--- src/rtl/fir_mac_sequencer.sv ---
// Folded FIR controller: one external signed multiplier shared across N_TAPS taps; SYMMETRIC_FOLD_EN pre-adds mirrored taps.
// Latency: accept at T, out_valid at T+N_TAPS+1 (T+N_TAPS/2+1 folded); one sample per MAC_LEN+2 cycles with out_ready high.
// Backpressure: in_ready only in IDLE; out_data held stable in DONE until out_valid & out_ready.
module fir_mac_sequencer #(
    parameter int N_TAPS = 8,
    parameter int DATA_W = 16,
    parameter int COEF_W = 16,
    parameter int ACC_W  = 33,
`ifdef SYMMETRIC_FOLD_EN
    parameter int MA_W   = DATA_W + 1
`else
    parameter int MA_W   = DATA_W
`endif
) (
    input  logic                      clk,
    input  logic                      reset,
    input  logic                      in_valid,
    output logic                      in_ready,
    input  logic [DATA_W-1:0]         in_data,
    input  logic                      coef_we,
    input  logic [$clog2(N_TAPS)-1:0] coef_addr,
    input  logic [COEF_W-1:0]         coef_data,
    output logic [MA_W-1:0]           mul_a,
    output logic [COEF_W-1:0]         mul_b,
    input  logic [MA_W+COEF_W-1:0]    mul_p,
    output logic                      out_valid,
    input  logic                      out_ready,
    output logic [ACC_W-1:0]          out_data,
    output logic                      busy
);
    localparam int KW = $clog2(N_TAPS);
`ifdef SYMMETRIC_FOLD_EN
    localparam int MAC_LEN = N_TAPS / 2;
`else
    localparam int MAC_LEN = N_TAPS;
`endif
    localparam logic [KW-1:0] K_LAST = KW'(MAC_LEN - 1);

    typedef enum logic [1:0] {IDLE, MAC, DONE} state_t;

    state_t            state;
    logic [DATA_W-1:0] hist [N_TAPS];
    logic [COEF_W-1:0] coef [N_TAPS];
    logic [KW-1:0]     wr_ptr;
    logic [KW-1:0]     newest;
    logic [KW-1:0]     k;
    logic [KW-1:0]     tap_idx;
    logic [ACC_W-1:0]  acc;
    logic [ACC_W-1:0]  prod_ext;
    logic [ACC_W-1:0]  acc_next;
    logic              coef_ok;

    assign tap_idx  = newest - k;
    assign prod_ext = ACC_W'($signed(mul_p));
    assign acc_next = (k == '0) ? prod_ext : acc + prod_ext;

`ifdef SYMMETRIC_FOLD_EN
    // Only the lower half of the coefficient table exists; the mirror tap is newest-(N_TAPS-1-k).
    logic [KW-1:0] mirror_idx;
    assign mirror_idx = newest + k + KW'(1);
    assign coef_ok    = !coef_addr[KW-1];
`else
    assign coef_ok    = 1'b1;
`endif

    always_comb begin
        mul_a = '0;
        mul_b = '0;
        if (state == MAC) begin
`ifdef SYMMETRIC_FOLD_EN
            mul_a = MA_W'($signed(hist[tap_idx])) + MA_W'($signed(hist[mirror_idx]));
`else
            mul_a = hist[tap_idx];
`endif
            mul_b = coef[k];
        end
    end

    always_ff @(posedge clk) begin
        if (!reset) begin
            state     <= IDLE;
            in_ready  <= 1'b1;
            busy      <= 1'b0;
            out_valid <= 1'b0;
            out_data  <= '0;
            wr_ptr    <= '0;
            newest    <= '0;
            k         <= '0;
            acc       <= '0;
            for (int i = 0; i < N_TAPS; i++) begin
                hist[i] <= '0;
                coef[i] <= '0;
            end
        end else begin
            // A write landing in the same cycle as an accept is seen by that sample's MAC.
            if (state == IDLE && coef_we && coef_ok) begin
                coef[coef_addr] <= coef_data;
            end
            case (state)
                IDLE: begin
                    if (in_valid) begin
                        hist[wr_ptr] <= in_data;
                        newest       <= wr_ptr;
                        wr_ptr       <= wr_ptr + KW'(1);
                        k            <= '0;
                        state        <= MAC;
                        in_ready     <= 1'b0;
                        busy         <= 1'b1;
                    end
                end
                MAC: begin
                    acc <= acc_next;
                    if (k == K_LAST) begin
                        k         <= '0;
                        out_data  <= acc_next;
                        out_valid <= 1'b1;
                        state     <= DONE;
                    end else begin
                        k <= k + KW'(1);
                    end
                end
                DONE: begin
                    if (out_ready) begin
                        out_valid <= 1'b0;
                        busy      <= 1'b0;
                        in_ready  <= 1'b1;
                        state     <= IDLE;
                    end
                end
                default: begin
                    state <= IDLE;
                end
            endcase
        end
    end
endmodule

--- config.mk ---
export PLATFORM = sky130hd
export DESIGN_NAME = fir_mac_sequencer
export DESIGN_NICKNAME = d
export VERILOG_FILES = /design/src/rtl/fir_mac_sequencer.sv
export SDC_FILE = /design/constraint.sdc
export NUM_CORES = 1
export LEC_CHECK = 0
export CAP_MARGIN = 25
export CORE_MARGIN = 2
export CORE_UTILIZATION = 58
export CTS_BUF_LIST = sky130_fd_sc_hd__clkbuf_4 sky130_fd_sc_hd__clkbuf_8
export CTS_CLUSTER_SIZE = 12
export DETAILED_ROUTE_END_ITERATION = 16
export DONT_BUFFER_PORTS = 1
export PLACE_DENSITY = 0.74
export REMOVE_ABC_BUFFERS = 1
export SLEW_MARGIN = 20
export SYNTH_ARGS = -nofsm -noshare
export SYNTH_HDL_FRONTEND = slang
export SYNTH_SLANG_ARGS = --single-unit
--- constraint.sdc ---
create_clock -name clk -period 6.5 [get_ports clk]
set_input_delay 1.95 -clock clk [delete_from_list [all_inputs] [get_ports clk]]
set_output_delay 1.95 -clock clk [all_outputs]
set_load 0.005 [all_outputs]
==> summary.txt <==
Logic synthesis
  – Number of synthesis warnings: 0
  – Post-synth EDFFs: 256
  – Ys async rst share: 0%
  – Cell count after synthesis: 1352
  – Synth Register Bits: roughly 340
  – Sequential cell area fraction in the yosys report: between 50% and 60%
  – Mean Syn Cell Area: 12.2 sq um
  – Yosys top cell by area: edfxtp_1
  – Post-synth top area share: 46.5%
  – Dominant synthesized flop cell: edfxtp_1
  – Post-Syn Area: 16500 sq um
  – Ranking of synthesized cells by area: edfxtp_1 47%, dfxtp_1 10%, and2_1 9.8%
  – Netlist cell types: 57

Die
  – Die width: 173 microns
  – I/O pin count: 140
  – FP Rows: 61
  – Die area: 29900 sq um
  – Starting density of the core: 59.2%
  – Core area: 27900 sq um
  – Die Ht: 173 microns

Drt
  – Final wirelength: 37100 microns
  – Post-DRT Antenna Nets: 0
  – 1st-pass router iterations: 6
  – Via-to-Cell Ratio: 5.88
  – # DRC: 0
  – Vias: 10.4k
  – WL/cell: 20.9 microns
  – DRT iter0 DRCs: 918

Cells and area
  – Antenna cells: 0
  – Design area: 18000 sq um
  – Synth-to-Final Area Change: 9.12%
  – Nets: 1472
  – Share of layout cells above drive strength 1: 15.3%
  – Fin util: 64.5%

STA
  – Final period util: 79.4%
  – Fin crit period: between 5 and 6 ns
  – RSZ-0062 raised after global routing: no
  – Setup TNS: 0 ns
  – Fin. Hold Viols: 0
  – Worst Tran Pin Value: approximately 1.0 ns
  – Peak Freq: 0.194 GHz
  – Setup ws final: ~1.3 ns
  – Setup violators final: 0
  – WHS: roughly 0.46 ns
  – Max-slew headroom: 31.5%
  – Clock Skew: 0.0239 ns
  – Max-slew violation count: 0

GRT
  – Vias in the first global route: 10.7k
  – Largest net degree at the start of global routing: 57
  – Congestion Overflow GR: 0
  – Initial antenna violation count: 0
  – Overall Global Routing Usage: about a quarter
  – First-pass GRT wire length: 59200 microns

Critical path
  – Reg2Reg Setup Slack: 3.25 ns
  – RR Startpoint: state[1]$_SDFFE_PN0P_
  – Crit path capture type: output port
  – WP data arrival: 3.21 ns
  – Worst r2r dst: hist[1][9]$_SDFFCE_PN0P_
  – Critical path origin: k[0]$_SDFFE_PN0P_
  – Setup crit start kind: flip-flop
  – Critical path, cell by cell: ha_2, inv_1, fa_1, buf_4, mux4_2, mux2i_1, nor2_1
  – Crit path depth: 7
  – Slowest-stage cell, CP: fa_1
  – Critical Path Fanout Max: 19
  – Critical path's top delay family: adder cells
  – Crit Path Class: flip-flop to output port
  – Worst EP required: 4.55 ns
  – Critical Path Max Stage Delay: around 0.97 ns
  – Worst r2r path cells: 4
  – Critical path endpoint: mul_a[14]
  – CP bufs+invs: 2

Placed design
  – Gp weighted congestion: approximately 0.88
  – Dpl ws: ~1.9 ns
  – HPWL reported at the end of detailed placement: around 23000 microns
  – Port Buf Inserts: 0
  – Area after DPL: 17000 sq um

Clock network
  – Clock-pin slew on the worst setup and hold paths: approximately 0.06 ns
  – Setup bufs post-CTS: 0
  – CTS Root Cell: clkbuf_8
  – Post-CTS sizing: 0
  – H-Tree Depth: 2
  – CTS tree: yes
  – Cts hold-fix bufs: 0
  – Worst-Skew Late Latency: roughly 0.6 ns
  – Total CTS buffers: between 50 and 60
  – CTS Sinks: 339
  – Clock tree buffer depth: 3

Hold path
  – Worst min path class: flip-flop to flip-flop

Pwr
  – Leakage: 6.65 nW
  – Clk network pwr share: between 30% and 40%
  – Sw frac: between 20% and 30%
  – Gate power share: 12.5%
  – Internal power: 0.00360 W
  – Sequential share of power: 51.3%
  – Peak supply drop: 159 uV
  – Pwr Density: 266 nW/um^2
  – Switch Pwr: 0.00121 W

Status
  – Run status: finished, final reports clean

Flow run
  – Max cap viols: 0
layer usage:
| metal | part of all wire (%) | track usage, % |
|---|---|---|
| met2 | 49 | 42.6 |
| met1 | 41 | 32.7 |
| met5 | 0 | 0 |
| met3 | 6.7 | 5.76 |
| met4 | 2.5 | 7.56 |
power by group through the flow:
| stage | combinational, W | clock (W) | sequential [W] |
|---|---|---|---|
| after floorplan | 0.000457 | 0 | 0.00250 |
| after global placement | 0.000590 | 0 | 0.00251 |
| after detailed placement | 0.000602 | 0 | 0.00251 |
| after CTS | 0.000605 | 0.00177 | 0.00247 |
| after global routing | 0.000667 | 0.00185 | 0.00247 |
| final | 0.000603 | 0.00174 | 0.00247 |
registers in the layout, summed over array words and instances, names as in the netlist, named ones only:
| register | count |
|---|---|
| wr_ptr | 3 |
| k | 3 |
| busy | 1 |
| out_data | 33 |
| hist | 128 |
| state | 2 |
| acc | 33 |
| coef | 128 |
| out_valid | 1 |
| in_ready | 1 |
| newest | 3 |
kinds of logic after synthesis:
| group | Yosys count | synth area share (%) |
|---|---|---|
| AOI/OAI and AO/OA | 228 | 8.75 |
| xor gates and xnor gates | 32 | 1.70 |
| adders and majority gates | 39 | 3.04 |
| buffers and inverters | 95 | 2.23 |
| DFF | 339 | 56.6 |
| muxes | 103 | 11.1 |
| and+or+nand+nor | 516 | 16.6 |
cells in the mapped netlist, drive strengths merged (3+ instances only):
library cell / number
xor2: 13
nor2b: 4
nand4: 6
nor4: 3
nor2: 121
o31ai: 3
o21bai: 5
ha: 37
edfxtp: 256
inv: 13
o21ai: 74
a31oi: 14
o211ai: 3
mux2i: 39
buf: 17
clkbuf: 65
xnor2: 19
o221ai: 3
a21oi: 75
or3: 3
nand3: 14
nand2b: 18
a211oi: 26
nor3: 16
a21o: 12
nand2: 69
dfxtp: 83
mux4: 64
and2: 258
worst min-delay path by stage:
stage,start,endpoint,slack [ns],depth (start not counted)
finish,newest[0]$_SDFFE_PN0P_,newest[0]$_SDFFE_PN0P_,0.46,2
detailed placement,newest[0]$_SDFFE_PN0P_,newest[0]$_SDFFE_PN0P_,0.45,2
floorplan,newest[0]$_SDFFE_PN0P_,newest[0]$_SDFFE_PN0P_,0.44,2
CTS,newest[0]$_SDFFE_PN0P_,newest[0]$_SDFFE_PN0P_,0.46,2
global route,acc[13]$_SDFFE_PN0P_,acc[13]$_SDFFE_PN0P_,0.50,2
global placement,newest[0]$_SDFFE_PN0P_,newest[0]$_SDFFE_PN0P_,0.45,2
stage by stage:
step / instances / power, W
floorplan: 1270 / 0.00296
global placement: 1681 / 0.00310
detailed placement: 1682 / 0.00311
CTS: 1776 / 0.00484
global route: 1777 / 0.00499
finish: 1777 / 0.00480
worst reg2reg max path: cells and delay by family, from the launching register on:
kind | cells | cell delay, ns
simple gates | 4 | 2.46
flops | 1 | 0.40
area by class of cell:
class,instances,area (sq um)
Timing Repair Buffer,35,275
Clock inverter,17,93.8
Inverter,13,48.8
Multi-Input combinational cell,918,6860
Tap cell,378,473
Clock buffer,77,928
Fill cell,2148,9900
Sequential cell,339,9350
cells in the final DEF (no fill, tap or decap), drive strengths merged, types with 15 or more instances in the layout:
master  synthesis  layout
a211oi         26      26
a21oi          75      75
and2          258     258
buf            17      35
clkbuf         65      77
clkinv          0      15
dfxtp          83      83
edfxtp        256     256
ha             37      37
mux2i          39      39
mux4           64      64
nand2          69      69
nand2b         18      18
nor2          121     121
nor3           16      16
o21ai          74      74
xnor2          19      19
Note: power is estimated with default switching activity, not from simulation.
